## config.mk

```make
export PLATFORM = sky130hd
export DESIGN_NAME = rggen_register_initiator
export DESIGN_NICKNAME = d
export VERILOG_FILES = /design/src/rtl/rggen_register_initiator.sv
export SDC_FILE = /design/constraint.sdc
export NUM_CORES = 1
export LEC_CHECK = 0
export CORE_AREA = 2 2 107 109
export CTS_BUF_LIST = sky130_fd_sc_hd__clkbuf_16
export DETAILED_ROUTE_END_ITERATION = 10
export DIE_AREA = 0 0 109 111
export PLACE_DENSITY = 0.87
export SLEW_MARGIN = 0
export SYNTH_ARGS = -nofsm -noshare
export SYNTH_HDL_FRONTEND = slang
export SYNTH_SLANG_ARGS = --single-unit
```

## constraint.sdc

```tcl
create_clock -name i_clk -period 2 [get_ports i_clk]
set_input_delay 0.2 -clock i_clk [delete_from_list [all_inputs] [get_ports i_clk]]
set_output_delay 0.2 -clock i_clk [all_outputs]
set_load 0.02 [all_outputs]
```

## src/rtl/rggen_register_initiator.sv

```systemverilog
// Register-bus initiator: accepts one command, drives it to the attached registers, returns one response.
// Optional busy timeout is enabled by defining RGGEN_INITIATOR_TIMEOUT_EN.
module rggen_register_initiator #(
    parameter int unsigned ADDRESS_WIDTH  = 8,
    parameter int unsigned BUS_WIDTH      = 32,
    parameter int unsigned REGISTERS      = 1,
    parameter int unsigned TIMEOUT_CYCLES = 255
) (
    input  logic                           i_clk,
    input  logic                           i_rst,
    input  logic                           i_cmd_valid,
    output logic                           o_cmd_ready,
    input  logic                           i_cmd_write,
    input  logic [ADDRESS_WIDTH-1:0]       i_cmd_address,
    input  logic [BUS_WIDTH-1:0]           i_cmd_write_data,
    input  logic [BUS_WIDTH-1:0]           i_cmd_strobe,
    output logic                           o_rsp_valid,
    input  logic                           i_rsp_ready,
    output logic [1:0]                     o_rsp_status,
    output logic [BUS_WIDTH-1:0]           o_rsp_read_data,
    output logic                           o_reg_valid,
    output logic [1:0]                     o_reg_access,
    output logic [ADDRESS_WIDTH-1:0]       o_reg_address,
    output logic [BUS_WIDTH-1:0]           o_reg_write_data,
    output logic [BUS_WIDTH-1:0]           o_reg_strobe,
    input  logic [REGISTERS-1:0]           i_reg_active,
    input  logic [REGISTERS-1:0]           i_reg_ready,
    input  logic [2*REGISTERS-1:0]         i_reg_status,
    input  logic [BUS_WIDTH*REGISTERS-1:0] i_reg_read_data
);

    localparam logic [1:0] STATE_IDLE    = 2'd0;
    localparam logic [1:0] STATE_BUSY    = 2'd1;
    localparam logic [1:0] STATE_RESPOND = 2'd2;

    localparam logic [1:0] STATUS_SLAVE_ERROR  = 2'b10;
    localparam logic [1:0] STATUS_DECODE_ERROR = 2'b11;

    // Elaboration-time parameter sanity checks.
    if ((BUS_WIDTH % 8) != 0 || REGISTERS < 1 || ADDRESS_WIDTH < 1 || TIMEOUT_CYCLES < 1) begin : g_param_check
        $error("rggen_register_initiator: illegal parameter combination");
    end

    logic [1:0]               state_q, state_d;
    logic                     req_write_q, req_write_d;
    logic [ADDRESS_WIDTH-1:0] req_address_q, req_address_d;
    logic [BUS_WIDTH-1:0]     req_write_data_q, req_write_data_d;
    logic [BUS_WIDTH-1:0]     req_strobe_q, req_strobe_d;
    logic [1:0]               rsp_status_q, rsp_status_d;
    logic [BUS_WIDTH-1:0]     rsp_read_data_q, rsp_read_data_d;

    logic [REGISTERS-1:0]     hit;
    logic [1:0]               sel_status;
    logic [BUS_WIDTH-1:0]     sel_read_data;
    logic                     completed;
    logic                     decode_error;
    logic                     timed_out;

    // OR-combine status/data of every register that is both active and ready.
    always_comb begin : select_response
        hit           = i_reg_active & i_reg_ready;
        sel_status    = '0;
        sel_read_data = '0;
        for (int k = 0; k < int'(REGISTERS); k++) begin
            if (hit[k]) begin
                sel_status    = sel_status | i_reg_status[2*k +: 2];
                sel_read_data = sel_read_data | i_reg_read_data[BUS_WIDTH*k +: BUS_WIDTH];
            end
        end
        completed    = |hit;
        decode_error = (i_reg_active == '0);
    end

`ifdef RGGEN_INITIATOR_TIMEOUT_EN
    localparam int unsigned COUNT_WIDTH = $clog2(TIMEOUT_CYCLES + 1);

    logic [COUNT_WIDTH-1:0] timeout_count_q, timeout_count_d;

    // Held at zero while idle so each BUSY phase starts counting from zero.
    always_comb begin : timeout_next
        timeout_count_d = timeout_count_q;
        if (state_q != STATE_BUSY) begin
            timeout_count_d = '0;
        end else if (!completed && !decode_error) begin
            timeout_count_d = timeout_count_q + COUNT_WIDTH'(1);
        end
    end

    always_ff @(posedge i_clk) begin : timeout_reg
        if (i_rst) begin
            timeout_count_q <= '0;
        end else begin
            timeout_count_q <= timeout_count_d;
        end
    end

    assign timed_out = (timeout_count_q == COUNT_WIDTH'(TIMEOUT_CYCLES - 1));
`else
    assign timed_out = 1'b0;
`endif

    always_comb begin : fsm_next
        state_d          = state_q;
        req_write_d      = req_write_q;
        req_address_d    = req_address_q;
        req_write_data_d = req_write_data_q;
        req_strobe_d     = req_strobe_q;
        rsp_status_d     = rsp_status_q;
        rsp_read_data_d  = rsp_read_data_q;
        case (state_q)
            STATE_IDLE: begin
                if (i_cmd_valid) begin
                    req_write_d      = i_cmd_write;
                    req_address_d    = i_cmd_address;
                    req_write_data_d = i_cmd_write_data;
                    req_strobe_d     = i_cmd_write ? i_cmd_strobe : '1;
                    state_d          = STATE_BUSY;
                end
            end
            STATE_BUSY: begin
                // Register completion wins over a timeout expiring in the same cycle.
                if (decode_error) begin
                    rsp_status_d    = STATUS_DECODE_ERROR;
                    rsp_read_data_d = '0;
                    state_d         = STATE_RESPOND;
                end else if (completed) begin
                    rsp_status_d    = sel_status;
                    rsp_read_data_d = req_write_q ? '0 : sel_read_data;
                    state_d         = STATE_RESPOND;
                end else if (timed_out) begin
                    rsp_status_d    = STATUS_SLAVE_ERROR;
                    rsp_read_data_d = '0;
                    state_d         = STATE_RESPOND;
                end
            end
            STATE_RESPOND: begin
                if (i_rsp_ready) begin
                    state_d = STATE_IDLE;
                end
            end
            default: state_d = STATE_IDLE;
        endcase
    end

    always_ff @(posedge i_clk) begin : fsm_reg
        if (i_rst) begin
            state_q          <= STATE_IDLE;
            req_write_q      <= 1'b0;
            req_address_q    <= '0;
            req_write_data_q <= '0;
            req_strobe_q     <= '0;
            rsp_status_q     <= '0;
            rsp_read_data_q  <= '0;
        end else begin
            state_q          <= state_d;
            req_write_q      <= req_write_d;
            req_address_q    <= req_address_d;
            req_write_data_q <= req_write_data_d;
            req_strobe_q     <= req_strobe_d;
            rsp_status_q     <= rsp_status_d;
            rsp_read_data_q  <= rsp_read_data_d;
        end
    end

    assign o_cmd_ready      = (state_q == STATE_IDLE);
    assign o_reg_valid      = (state_q == STATE_BUSY);
    assign o_rsp_valid      = (state_q == STATE_RESPOND);
    assign o_rsp_status     = rsp_status_q;
    assign o_rsp_read_data  = rsp_read_data_q;
    assign o_reg_access     = {1'b1, req_write_q};
    assign o_reg_address    = req_address_q;
    assign o_reg_write_data = req_write_data_q;
    assign o_reg_strobe     = req_strobe_q;

endmodule

```

== Word-level counts from Yosys, hierarchy flattened ==
Index checks and enable logic that the tools add are counted.

* Bitwise operators: 1
* Multiplexer cells: 11
* Reduce and logical (&&, ||, !) cells: 4
* Equality and inequality tests: 6

{| class="wikitable"
|+ Operators with widths
! kind !! count
|-
| 2-to-1 mux 32 bit || 4
|-
| 2-to-1 mux 2 bit || 6
|-
| one-hot mux 2 bit (3 select lines) || 1
|-
| != test 2 x 1 -> 1 bit, second input constant || 2
|-
| AND reduction 2 bit || 2
|-
| != test 3 x 2 -> 1 bit, second input constant || 1
|-
| AND reduction 3 bit || 1
|-
| equality test 2 x 1 -> 1 bit, second input constant || 1
|-
| equality test 2 bit, second input constant || 1
|-
| logical NOT 2 bit || 1
|-
| != test 2 bit, second input constant || 1
|-
| AND 1 bit || 1
|}

* Bits in registers: 109
* Input bits: 113

== Depth between registers and ports, before layout ==
* Depth in word-level cells: 4
* Mapped depth: 6
* Gate-level depth less buffers: 3

== Least setup slack after synthesis ==
Ideal clock, no wire load.

* Path type: reg2reg
* From: register state_q[1]
* To: register req_strobe_q[10] (netlist: o_reg_strobe[10])
* Library setup time: 0.132 ns
* Stages on the path, launching flop included: 6
* Period minus slack after synthesis: 1.303 ns
* Path slack: 0.697 ns
* Data required time: 1.868 ns
* Data arrival time: 1.171 ns
* Path through: dfxtp_1 -> or3b_1 -> buf_6 -> buf_6 -> nor3b_2 -> nor3_1

* Word-level cells in the longest chain between the ends: 2

{| class="wikitable"
|+ RTL lines
! item !! line !! source
|-
| start, declared || 44 || <nowiki>logic [1:0] state_q, state_d;</nowiki>
|-
| start signal, assigned || 155 || <nowiki>state_q <= state_d;</nowiki>
|-
| logical NOT 2 bit || 110 || <nowiki>case (state_q)</nowiki>
|-
| AND reduction 2 bit (no source line) || n/a ||
|-
| end signal, assigned || 159 || <nowiki>req_strobe_q <= req_strobe_d;</nowiki>
|-
| end, declared || 48 || <nowiki>logic [BUS_WIDTH-1:0] req_strobe_q, req_strobe_d;</nowiki>
|}

No other way between the ends.
A chain may end at the register's enable or synchronous reset.

== Final worst setup path ==
* From: register state_q[0]
* To: output port o_reg_valid

* Word-level cells in the longest chain between the ends: 1

{| class="wikitable"
|+ RTL lines
! item !! line !! source
|-
| equality test 2 x 1 -> 1 bit || 166 || <nowiki>assign o_reg_valid = (state_q == STATE_BUSY);</nowiki>
|-
| end, declared || 21 || <nowiki>output logic o_reg_valid,</nowiki>
|}

No other way between the ends.

==> flow_metrics.tcl <==
set metrics [dict create \
    netlist-cell-type-count 24 \
    whs_ns 0.3463 \
    synth_seq_area_share 0.5065 \
    rr_endpoint "o_rsp_read_data[27]" \
    viasPerCell 5.031 \
    crit_chain "nor2b_2, clkdlybuf4s50_1" \
    pre_cts_ws_ns 0.2086 \
    antenna_left 0 \
    syn_area_mm2 0.004308 \
    worstReg2RegStart "state_q[0]" \
    die-area_mm2 0.01210 \
    cts_root_buf "clkbuf_16" \
    p_per_area_mw_per_mm2 765.9 \
    tightestPinTransition_ns 0.5294 \
    start_util 0.3889 \
    synth_top_area_frac 0.5065 \
    crit_path_end_kind "output port" \
    nNetsFinal 801 \
    grt_setup_unrepaired "no" \
    ys.flop_type "dfxtp_1" \
    drt-total-wl_um 12640 \
    place_congestion 0.7606 \
    io_pins 224 \
    slew_violations 0 \
    clock.fmax_mhz 525.1 \
    synth-seq-cells 109 \
    netlist_instances 493 \
    fin_crit_ns 1.905 \
    synth_common_cells "dfxtp_1, nand2_1, a21oi_1" \
    yosysMostFrequentCell "dfxtp_1" \
    clock-sinks 109 \
    crit_path_max_fanout 5 \
    wl_per_cell_um 15.12 \
    layout.cells.non_filler 836 \
    place_area_mm2 0.006580 \
    grt_pass1_wl_um 20020 \
    place_inst 820 \
    crit_family "buffers and inverters" \
    synthTopCellsByArea "dfxtp_1, nor3b_2, nand2_1" \
    total_leakage_power_nw 2.441 \
    grt_overflow 0 \
    grt_util_all_layers 0.2076 \
    outcome "finished, final reports clean" \
    drt-pass1-iter-count 4 \
    io_buffers 222 \
    syn_avg_cell_area_um2 8.738 \
    grtUsageMet2 0.3582 \
    die_h_um 111 \
    ff2ff_setup_slack_ns 0.31 \
    critPathBufInv 1 \
    max_stage_delay_ns 0.66 \
    vias 4206 \
    core-area_mm2 0.01108 \
    min_from "i_rst" \
    place.detailed.hpwl_um 9084 \
    fin_total_pwr_mw 5.263 \
    yosysTopAreaCell "dfxtp_1" \
    critPathRequiredTime_ns 1.80 \
    cts_tree "yes" \
    ctsResizeCount 0 \
    clk_transition_reported_paths_ns 0.07 \
    drt-initial-drc-count 282 \
    worstHoldPathType "primary input to register" \
    critPathLaunchType "register" \
    grt_pass1_vias 4180 \
    tns_ns 0 \
    path_class "register to output port" \
    final_design_area_no_fill_mm2 0.006872 \
    yosys_warnings 0 \
    fin_crit_sh 0.9523 \
    die_w_um 109 \
    setup_violations 0 \
    areaGrowthSynthToFinish_pct 59.51 \
    max-vdd-ir-drop_mv 0.5994 \
    synth_async_sr_flop_share 0 \
    clock-skew-final_ns 0.005825 \
    min_to "o_reg_strobe[3]" \
    max-cap-violations 0 \
    finalWorstSetupSlack_ns 0.09550 \
    final_util 0.6204 \
    relSlewSlack 0.6471 \
    antenna_found_initial 0 \
    use_met3 0.06055 \
    antennaDiodeCount 0 \
    clk_latency_ns 0.33 \
    grt_max_degree 75 \
    post-cts-setup-buffers 0 \
    cts-buffers-inserted 9 \
    ctsHoldBuffers 0 \
    slowest_stage "clkdlybuf4s50_1" \
    drive_gt1_frac 0.08658 \
    fp-row-count 39 \
    cp.arrival_ns 1.70 \
    grt_busiest_layer "met2" \
    grt_use_met1 0.2393 \
    syn_nets 606 \
    cts.path.max_buffers 2 \
    h-tree-depth 3 \
    synth-edff-count 0 \
    min_delay_path_depth 2 \
    ff2ff_path_depth 4 \
    drc 0 \
    hold_viol_final 0 \
]
==> where the power goes <==
group          switching [mW]  internal, mW
Clock                   0.774         0.965
Sequential             0.0775          2.31
Combinational           0.561         0.577
==> cell usage in the layout, fill, tap and decap left out, drive strengths merged, types with 32 or more instances in the layout <==
cell / count
a21oi: 43
clkdlybuf4s50: 221
dfxtp: 109
nand2: 82
nand2b: 33
nand4: 32
nor2: 35
nor3: 32
nor3b: 34
o21ai: 32
==> how the worst max path moves through the flow <==
stage | from | to | slack (ns) | cells after the start
after global routing | state_q[0] | o_reg_valid | 0.04 | 2
after global placement | i_cmd_valid | o_reg_strobe[0] | 0.27 | 5
after CTS | state_q[0] | o_reg_valid | 0.07 | 2
after floorplan | state_q[1] | o_reg_strobe[10] | 0.70 | 5
final | state_q[0] | o_reg_valid | 0.1 | 2
after detailed placement | i_cmd_valid | o_reg_strobe[1] | 0.21 | 5
==> cell families after synthesis <==
kind of cell    Yosys count  share of synthesized area
simple gates            252                     0.3352
flops                   109                     0.5065
compound gates           79                    0.09440
buf+inv                  52                    0.06302
other cells               1                  0.0008705
==> final cells by class <==
cell class	count	area (um^2)
Sequential cell	109	2182
Fill cell	886	4205
Inverter	4	15.01
Multi-Input combinational cell	332	1872
Tap cell	143	178.9
Timing Repair Buffer	232	2332
Clock inverter	7	66.31
Clock buffer	9	225.2
==> layer usage <==
layer	part of all wire	up-vias	wire length, um
li1	-	2052	-
met3	0.085	24	1074
met2	0.49	182	6256
met1	0.40	1948	5018
met5	0	-	0
met4	0.023	0	289
==> registers in the layout (all words and copies together) (netlist names) <==
register	flops
state_q	2
o_reg_strobe	32
o_reg_write_data	32
o_reg_address	8
req_write_q	1
o_rsp_status	2
o_rsp_read_data	32
No activity file was read; power rests on OpenSTA's default activity.
